**src/rtl/piezo_seq_ctrl_if.sv**
```systemverilog
// Note handshake between the piezo sequencer (master) and the tone generator (slave).
// note_start pulses one cycle with note_period/note_dur valid; they hold until the
// generator answers with a one-cycle note_done. tone_en is high while the note plays.
interface piezo_seq_ctrl_if;
    logic        note_start;
    logic [15:0] note_period;
    logic [24:0] note_dur;
    logic        tone_en;
    logic        note_done;

    modport master (
        output note_start,
        output note_period,
        output note_dur,
        output tone_en,
        input  note_done
    );

    modport slave (
        input  note_start,
        input  note_period,
        input  note_dur,
        input  tone_en,
        output note_done
    );
endinterface

```
**src/rtl/piezo_seq_ctrl.sv**
```systemverilog
// Piezo alert sequencer: fixed-priority arbitration of alert requests, note ROM walk
// per mode, one-note-at-a-time issue to the tone generator, and the repeat timer.
module piezo_seq_ctrl #(
    parameter bit          fast_sim   = 1'b1,
    parameter int unsigned rpt_cycles = fast_sim ? 2_343_750 : 150_000_000
) (
    input  logic                    clk,
    input  logic                    rst_n,
    input  logic                    i_en_steer,
    input  logic                    i_too_fast,
    input  logic                    i_batt_low,
    piezo_seq_ctrl_if.master        bus,
    output logic [1:0]              o_mode,
    output logic [1:0]              o_state,
    output logic [2:0]              o_note_idx,
    output logic [27:0]             o_rpt_timer
);

    typedef enum logic [1:0] {
        S_IDLE        = 2'd0,
        S_ISSUE       = 2'd1,
        S_WAIT_NOTE   = 2'd2,
        S_REPEAT_WAIT = 2'd3
    } state_t;

    typedef enum logic [1:0] {
        M_NONE  = 2'd0,
        M_STEER = 2'd1,
        M_BATT  = 2'd2,
        M_FAST  = 2'd3
    } mode_t;

    localparam logic [27:0] RPT_LAST = 28'(rpt_cycles - 1);

    state_t      r_state;
    mode_t       r_mode;
    logic [2:0]  r_idx;
    logic [27:0] r_timer;
    logic [15:0] r_period;
    logic [24:0] r_dur;

    state_t      w_nxt_state;
    mode_t       w_nxt_mode;
    mode_t       w_win;
    logic [2:0]  w_nxt_idx;
    logic [27:0] w_nxt_timer;
    logic        w_load;

    function automatic logic [15:0] rom_period(input logic [2:0] idx);
        case (idx)
            3'd0:    return 16'd31888;
            3'd1:    return 16'd23889;
            3'd2:    return 16'd18961;
            3'd3:    return 16'd15944;
            3'd4:    return 16'd18961;
            3'd5:    return 16'd15944;
            default: return 16'd0;
        endcase
    endfunction

    function automatic logic [24:0] rom_dur(input logic [2:0] idx);
        logic [24:0] base;
        case (idx)
            3'd3:    base = 25'h0C0_0000;
            3'd4:    base = 25'h040_0000;
            3'd5:    base = 25'h100_0000;
            default: base = 25'h080_0000;
        endcase
        return fast_sim ? (base >> 6) : base;
    endfunction

    function automatic mode_t arbitrate(input logic fast, input logic batt, input logic steer);
        if (fast)       return M_FAST;
        else if (batt)  return M_BATT;
        else if (steer) return M_STEER;
        else            return M_NONE;
    endfunction

    // Battery alarm plays the fanfare backwards, so it starts at the top of the ROM.
    function automatic logic [2:0] first_idx(input mode_t m);
        return (m == M_BATT) ? 3'd5 : 3'd0;
    endfunction

    function automatic logic seq_last(input mode_t m, input logic [2:0] idx);
        case (m)
            M_STEER: return idx == 3'd5;
            M_BATT:  return idx == 3'd0;
            default: return 1'b0;
        endcase
    endfunction

    function automatic logic [2:0] seq_next(input mode_t m, input logic [2:0] idx);
        case (m)
            M_FAST:  return (idx >= 3'd2) ? 3'd0 : idx + 3'd1;
            M_BATT:  return idx - 3'd1;
            default: return idx + 3'd1;
        endcase
    endfunction

    always_comb begin
        w_nxt_state = r_state;
        w_nxt_mode  = r_mode;
        w_nxt_idx   = r_idx;
        w_nxt_timer = r_timer;
        w_load      = 1'b0;
        w_win       = arbitrate(i_too_fast, i_batt_low, i_en_steer);

        case (r_state)
            S_IDLE: begin
                if (w_win != M_NONE) begin
                    w_nxt_state = S_ISSUE;
                    w_nxt_mode  = w_win;
                    w_nxt_idx   = first_idx(w_win);
                    w_load      = 1'b1;
                end
            end
            S_ISSUE: begin
                w_nxt_state = S_WAIT_NOTE;
            end
            S_WAIT_NOTE: begin
                if (bus.note_done) begin
                    if (w_win == M_NONE) begin
                        w_nxt_state = S_IDLE;
                        w_nxt_mode  = M_NONE;
                    end else if (w_win != r_mode) begin
                        w_nxt_state = S_ISSUE;
                        w_nxt_mode  = w_win;
                        w_nxt_idx   = first_idx(w_win);
                        w_load      = 1'b1;
                    end else if (seq_last(r_mode, r_idx)) begin
                        w_nxt_state = S_REPEAT_WAIT;
                        w_nxt_timer = 28'd0;
                    end else begin
                        w_nxt_state = S_ISSUE;
                        w_nxt_idx   = seq_next(r_mode, r_idx);
                        w_load      = 1'b1;
                    end
                end
            end
            S_REPEAT_WAIT: begin
                // Any change of winner (higher request arriving or latched one dropping) ends the wait.
                if (w_win == M_NONE) begin
                    w_nxt_state = S_IDLE;
                    w_nxt_mode  = M_NONE;
                    w_nxt_timer = 28'd0;
                end else if (w_win != r_mode) begin
                    w_nxt_state = S_ISSUE;
                    w_nxt_mode  = w_win;
                    w_nxt_idx   = first_idx(w_win);
                    w_nxt_timer = 28'd0;
                    w_load      = 1'b1;
                end else if (r_timer == RPT_LAST) begin
                    w_nxt_state = S_ISSUE;
                    w_nxt_idx   = first_idx(r_mode);
                    w_nxt_timer = 28'd0;
                    w_load      = 1'b1;
                end else begin
                    w_nxt_timer = r_timer + 28'd1;
                end
            end
            default: begin
                w_nxt_state = S_IDLE;
                w_nxt_mode  = M_NONE;
            end
        endcase
    end

    always_ff @(posedge clk or negedge rst_n) begin
        if (!rst_n) begin
            r_state  <= S_IDLE;
            r_mode   <= M_NONE;
            r_idx    <= 3'd0;
            r_timer  <= 28'd0;
            r_period <= 16'd0;
            r_dur    <= 25'd0;
        end else begin
            r_state <= w_nxt_state;
            r_mode  <= w_nxt_mode;
            r_idx   <= w_nxt_idx;
            r_timer <= w_nxt_timer;
            if (w_load) begin
                r_period <= rom_period(w_nxt_idx);
                r_dur    <= rom_dur(w_nxt_idx);
            end
        end
    end

    assign bus.note_start  = (r_state == S_ISSUE);
    assign bus.tone_en     = (r_state == S_WAIT_NOTE);
    assign bus.note_period = r_period;
    assign bus.note_dur    = r_dur;

    assign o_mode      = r_mode;
    assign o_state     = r_state;
    assign o_note_idx  = r_idx;
    assign o_rpt_timer = r_timer;

endmodule
```
**src/flat_wrapper.sv**
```systemverilog
// flat-port wrapper written by rule: the top's interface ports become plain ports
module piezo_seq_ctrl_flat 
#(
    parameter bit          fast_sim   = 1'b1,
    parameter int unsigned rpt_cycles = fast_sim ? 2_343_750 : 150_000_000
)
  (clk, rst_n, i_en_steer, i_too_fast, i_batt_low, o_mode, o_state, o_note_idx, o_rpt_timer, bus_note_start, bus_note_period, bus_note_dur, bus_tone_en, bus_note_done);
  piezo_seq_ctrl_if bus_i ();
  input  logic clk;
  input  logic rst_n;
  input  logic i_en_steer;
  input  logic i_too_fast;
  input  logic i_batt_low;
  output logic [1:0] o_mode;
  output logic [1:0] o_state;
  output logic [2:0] o_note_idx;
  output logic [27:0] o_rpt_timer;
  output wire logic [$bits(bus_i.note_start)-1:0] bus_note_start;
  output wire logic [$bits(bus_i.note_period)-1:0] bus_note_period;
  output wire logic [$bits(bus_i.note_dur)-1:0] bus_note_dur;
  output wire logic [$bits(bus_i.tone_en)-1:0] bus_tone_en;
  input wire logic [$bits(bus_i.note_done)-1:0] bus_note_done;
  assign bus_note_start = bus_i.note_start;
  assign bus_note_period = bus_i.note_period;
  assign bus_note_dur = bus_i.note_dur;
  assign bus_tone_en = bus_i.tone_en;
  assign bus_i.note_done = bus_note_done;
  piezo_seq_ctrl #(.fast_sim(fast_sim), .rpt_cycles(rpt_cycles)) u_core (.clk(clk), .rst_n(rst_n), .i_en_steer(i_en_steer), .i_too_fast(i_too_fast), .i_batt_low(i_batt_low), .bus(bus_i), .o_mode(o_mode), .o_state(o_state), .o_note_idx(o_note_idx), .o_rpt_timer(o_rpt_timer));
endmodule
```
**config.mk**
```make
export PLATFORM = sky130hd
export DESIGN_NAME = piezo_seq_ctrl_flat
export DESIGN_NICKNAME = d
export VERILOG_FILES = /design/src/rtl/piezo_seq_ctrl_if.sv /design/src/rtl/piezo_seq_ctrl.sv /design/src/flat_wrapper.sv
export SDC_FILE = /design/constraint.sdc
export NUM_CORES = 1
export LEC_CHECK = 0
export BUFFER_PORTS_ARGS = -buffer_cell sky130_fd_sc_hd__buf_2
export CAP_MARGIN = 20
export CORE_MARGIN = 4
export CORE_UTILIZATION = 48
export DETAILED_ROUTE_END_ITERATION = 7
export PLACE_DENSITY = 0.86
export SETUP_SLACK_MARGIN = 0.3
export SYNTH_ARGS = -nofsm -noshare
export SYNTH_HDL_FRONTEND = slang
export SYNTH_SLANG_ARGS = --single-unit
```
**constraint.sdc**
```tcl
create_clock -name clk -period 2.9 [get_ports clk]
set_input_delay 0.145 -clock clk [delete_from_list [all_inputs] [get_ports clk]]
set_output_delay 0.145 -clock clk [all_outputs]
set_load 0.02 [all_outputs]
```
==> flow_summary.ini, run 1 <==
[sta]
tns_ps = 0
worst_slew_pin_slew_ps = 803
fin_crit_sh_pct = 89.9
drv_slew = 0
period_needed_ps = 2610
fmax_mhz = 384
finClkSkew_ps = 13.0
hold_viol = 0
rsz0062_at_grt = yes
setup_viol = 0
relSlewSlack_pct = 46.5

[floorplan]
fp.dieW_um = 89.1
start_util_pct = 49.5
die_h_um = 89.1
die_area_um2 = 7940
fp-row-count = 29
pin_count = 84
core_area_um2 = 6390

[cells_and_area]
multiInputGateArea_um2 = 1840
layout_common_cells = buf_2 (57), dfrtp_1 (41), nand2_1 (37)
stdcell_count = 511
regArea_um2 = 1210
fillers = 527
drive_gt1_share_pct = 30.6
syn2layout_area_growth_pct = 21.0
fin_util_pct = 59.8
antennaDiodeCount = 0
final_common_cell = buf_2
nNetsFinal = 449

[drt]
drtIter0Drc = 187
routed_wl_um = 7880
dr_wl_met3_um = 536
met1_length_um = 3250
wl_met2_um = 3930
drc = 0
ant_nets = 0
wl_per_cell_um = 15.4
top_layer_used = met4
viasPerCell = 5.61
first_pass_iters = 5
via_count = 2868

[setup_path]
crit_arrival_ps = 2850
endpoint_kind = flip-flop
ff2ff_setup_slack_ps = 290
reg2reg_from = u_core.o_mode[0]
rr_worst_depth = 10
path_class = reg2reg
critPathLaunch = u_core.o_mode[0]
cp_max_fo = 5
critPathRequiredTime_ps = 3140
start_kind = flip-flop

[outcome]
status = completed

[min_path]
min_path_cells = 3
hold_start = bus_note_done
hold_path.class = in2reg

[logic_synthesis]
synth_edf_count = 0
ys_warn_count = 0
synth_cell_type_count = 66
syn_avg_cell_area_um2 = 8.85
synth_top_area_share_pct = 38.0
yosys_register_bits = 48
synth.largest_area_cell = dfrtp_1
synth-seq-area-share_pct = 38.0
synth_area_leaders = dfrtp_1 (38%), buf_4 (6.9%), xor2_1 (5.0%), nand2_1 (4.5%), nor2_1 (4.3%)
synth_area_um2 = 3160
async_flop_share_pct = 100
synthCells = 357
synth_flop_cell = dfrtp_1

[clocking]
clkTransAtPathRegs_ps = 100
clk_path_buf_depth = 2
clock_latency_ps = 310
numClockSinks = 48
cts_tree = done
numCtsBuffers = 5
cts_root_buf = clkbuf_8
htreeDepth = 2

[power_and_ir_drop]
power.density_nw_per_um2 = 970
finalPower_uw = 3710
p_leak_uw = 0.00190
power_frac_comb_pct = 61.9
switchingPower_uw = 1740
clkPwrFrac_pct = 11.5
swShare_pct = 46.9
p_int_uw = 1970
peakVddDrop_mv = 0.577
seq_power_share_pct = 26.6

[global_route]
grt_overflow_total = 0
grt_max_degree = 37
grt_use_total_pct = 19.7
antenna_found_initial = 0
grt_pass1_vias = 2640
grt_pass1_wl_um = 12400

[place]
gp_congestion = 0.989
io_buffer_count = 57
dp_hpwl_um = 5530
dp_cells = 484

[run]
cap_viol_max_count = 0
## Yosys cell counts (all sizes together) (4+ instances only)
cell / instances
dfrtp: 48
nand2: 38
nor2: 38
buf: 34
o21ai: 26
inv: 19
xor2: 18
nand3: 12
and3: 11
a21oi: 10
ha: 10
clkbuf: 7
a211oi: 6
a31oi: 5
nand4: 5
nor3: 5
xnor2: 5
nor4: 4
## path summary, 6_finish.rpt
kind,endpoint
worst max-delay path,u_core.bus.note_period[13]
worst max register to register,u_core.bus.note_period[13]
max in group asynchronous,u_core.o_rpt_timer[0]
worst min-delay path,u_core.o_state[0]
worst min register to register,u_core.bus.note_period[6]
min in group asynchronous,u_core.bus.note_period[12]
## power by group through the flow
stage	clock network [uW]	registers (uW)	logic, uW
2_1_floorplan	0	1090	1310
6_report	427	985	2290
3_3_place_gp	0	1020	1820
5_1_grt	469	1010	2480
3_5_place_dp	0	1030	1850
4_1_cts	435	987	2030
## cells by family (layout without fill, tap and decap cells)
kind of cell             after synthesis  in the layout  share of synthesized area [%]
AND/OR/NAND/NOR                      131            131                           21.3
AO/OA/AOI/OAI                         82             82                           18.8
buffers and inverters                 60            112                           10.8
flip-flops                            48             48                           38.0
XOR/XNOR                              23             23                           6.38
adder cells (fa/ha/maj)               10             10                           3.96
multiplexers                           2              2                          0.673
other                                  1             26                          0.119
## registers in the layout, indices dropped and copies added (netlist names)
| signal | cells |
|---|---|
| u_core.o_note_idx | 3 |
| u_core.bus.note_dur | 3 |
| u_core.o_mode | 2 |
| u_core.o_rpt_timer | 28 |
| u_core.o_state | 2 |
| u_core.bus.note_period | 10 |
## stage by stage
step	hold slack (ps)	setup WS, ps	cell area [um^2]
floorplan	-151	307	3290
finish	202	293	3820
global placement	269	184	3470
detailed placement	279	136	3470
global route	227	171	3820
CTS	198	316	3670
## layer usage
metal  GRT usage, %  vias to the layer above
met3           3.78                       17
met1           25.7                     1377
met2           33.0                      112
met5              0                        -
li1               -                     1362
met4           6.50                        0
## cell type report
type                    instances  share of cell area (%)
repair buffers                 85                    13.4
well taps                      77                    2.52
flip-flops and latches         48                    31.7
inverters                      19                    1.87
clock buffers                   7                    2.26
clock inverters                 1                   0.229
multi-input cells             274                    48.1
## worst max-delay path, stage by stage, from the launching register on
cell	delay (ps)
dfrtp_2	410
inv_2	80
ha_4	210
nor4bb_4	320
nand3b_1	220
nor2_1	60
a221o_1	300
a211oi_4	350
inv_2	110
or3_4	410
o211ai_2	80
## what timing repair did
action                                  CTS  global route
hold buffers                              1             0
resized for setup                        11            14
pin swaps                                 5            11
setup buffers                             8            10
endpoints found under the setup margin   20            15
hold endpoints to repair                 35             0
Note: power is estimated with default switching activity, not from simulation.
==> run 2: changes to the inputs <==
--- a/config.mk
+++ b/config.mk
@@ -7,10 +7,13 @@
 export LEC_CHECK = 0
 export BUFFER_PORTS_ARGS = -buffer_cell sky130_fd_sc_hd__buf_2
 export CAP_MARGIN = 20
+export CELL_PAD_IN_SITES_DETAIL_PLACEMENT = 0
+export CELL_PAD_IN_SITES_GLOBAL_PLACEMENT = 1
 export CORE_MARGIN = 4
-export CORE_UTILIZATION = 48
+export CORE_UTILIZATION = 36
 export DETAILED_ROUTE_END_ITERATION = 7
 export PLACE_DENSITY = 0.86
+export REMOVE_ABC_BUFFERS = 1
 export SETUP_SLACK_MARGIN = 0.3
 export SYNTH_ARGS = -nofsm -noshare
 export SYNTH_HDL_FRONTEND = slang
==> run 2 against run 1 <==
Routed wire length grew 5.3%. Maximum frequency grew 0.58%. Clock skew shrank 3.8 ps. First-iteration DRC count shrank 27%. Clock power grew 11%. Via count shrank 0.38%. Critical endpoint unchanged. Largest cell class unchanged. Largest power group unchanged.
==> flow_summary.ini, run 2 (synthesis results as in run 1) <==
[sta]
setup_viol = 0
fin_crit_sh_pct = 89.4
period_needed_ps = 2590
hold_viol = 0
fmax_mhz = 386
finClkSkew_ps = 9.23
rsz0062_at_grt = yes
relSlewSlack_pct = 44.1
tns_ps = 0
worst_slew_pin_slew_ps = 839
drv_slew = 0

[setup_path]
cp_max_fo = 4
critPathRequiredTime_ps = 3120
start_kind = flip-flop
reg2reg_from = u_core.o_mode[0]
rr_worst_depth = 10
path_class = reg2reg
timing.rr.end = u_core.bus.note_period[13]
endpoint_kind = flip-flop
crit_arrival_ps = 2810
ff2ff_setup_slack_ps = 310

[floorplan]
core_area_um2 = 8380
die_h_um = 102
fp.dieW_um = 102
start_util_pct = 37.7
pin_count = 84
fp-row-count = 33
die_area_um2 = 10300

[min_path]
hold_path.class = in2reg
whs_endpoint = u_core.o_state[0]
hold_start = bus_note_done
min_path_cells = 3

[cells_and_area]
fillers = 841
syn2layout_area_growth_pct = 23.8
final_common_cell = buf_2
drive_gt1_share_pct = 30.6
multiInputGateArea_um2 = 1880
layout_common_cells = buf_2 (57), dfrtp_1 (47), nand2_1 (36)
design_area_um2 = 3910
nNetsFinal = 452
antennaDiodeCount = 0
largest_reg_flops = 28
regArea_um2 = 1200

[place]
dp_hpwl_um = 5880
io_buffer_count = 57
place_area_um2 = 3530
gp_congestion = 0.915

[drt]
drc = 0
routed_wl_um = 8300
wl_per_cell_um = 15.4
first_pass_iters = 4
drtIter0Drc = 137
viasPerCell = 5.29
via_count = 2857
ant_nets = 0

[global_route]
grt_overflow_total = 0
grt_use_total_pct = 15.8
grt_max_degree = 37
antenna_found_initial = 0
grt_pass1_wl_um = 13300
grt_pass1_vias = 2638

[run]
cap_viol_max_count = 0

[power_and_ir_drop]
p_leak_uw = 0.00192
power.density_nw_per_um2 = 968
peakVddDrop_mv = 0.547

[clocking]
numCtsBuffers = 5
htreeDepth = 2
clk_path_buf_depth = 2
cts_root_buf = clkbuf_8
clkTransAtPathRegs_ps = 90
clock_latency_ps = 300
numClockSinks = 48
cts_tree = done

[outcome]
status = completed
run 2: worst max-delay path, stage by stage (launching register included):
cell      delay [ps]
dfrtp_1          390
inv_2             80
ha_4             210
nor4bb_4         330
nand3b_1         260
nor2_1            60
a221o_1          300
a211oi_4         280
inv_2            100
or3_4            410
o211ai_2          80
run 2: worst max path at each step:
stage,end,startpoint,slack (ps)
2_1_floorplan,u_core.bus.note_period[12],u_core.o_mode[0],50
3_3_place_gp,u_core.bus.note_period[3],u_core.o_note_idx[1],240
3_5_place_dp,u_core.bus.note_period[12],u_core.o_note_idx[1],140
4_1_cts,u_core.bus.note_dur[17],u_core.o_rpt_timer[1],290
5_1_grt,u_core.bus.note_period[3],u_core.o_rpt_timer[1],200
6_report,u_core.bus.note_period[13],u_core.o_mode[0],310
run 2: where the power goes:
group	internal, uW	leakage, uW	switching, uW
Sequential	810	0.000633	120
Combinational	979	0.00124	1410
Clock	248	0.0000501	224
run 2: timing repair:
item	in CTS	in global routing
gates cloned	0	1
pin swaps	5	11
hold buffers	1	0
endpoints found under the setup margin	25	17
gates resized for setup	9	24
endpoints found under the hold margin	35	0
buffers inserted	2	10
run 2: final cells by class:
cell class	instances	area share, %
multi-input cells	275	48.0
flip-flops and latches	48	30.7
inverters	19	1.82
clock buffers	5	1.76
repair buffers	87	13.5
well taps	105	3.36
clock inverters	1	0.768
run 2: through the flow:
stage / power, uW / cells / util [%] / worst slack (ps) / hold slack [ps]
finish: 3790 / 540 / 46.7 / 308 / 217
global route: 4070 / 540 / 46.7 / 203 / 225
CTS: 3470 / 529 / 44.2 / 295 / 201
detailed placement: 2880 / 520 / 42.1 / 144 / 288
global placement: 2870 / 520 / 42.1 / 241 / 290
floorplan: 2250 / 341 / - / 45.5 / -151
run 2: routing by layer:
metal	up-vias	wire (um)	GRT usage [%]
li1	1368	-	-
met1	1391	3770	22.2
met2	91	3970	25.3
met3	7	471	2.75
met4	0	88	3.89
met5	-	0	0
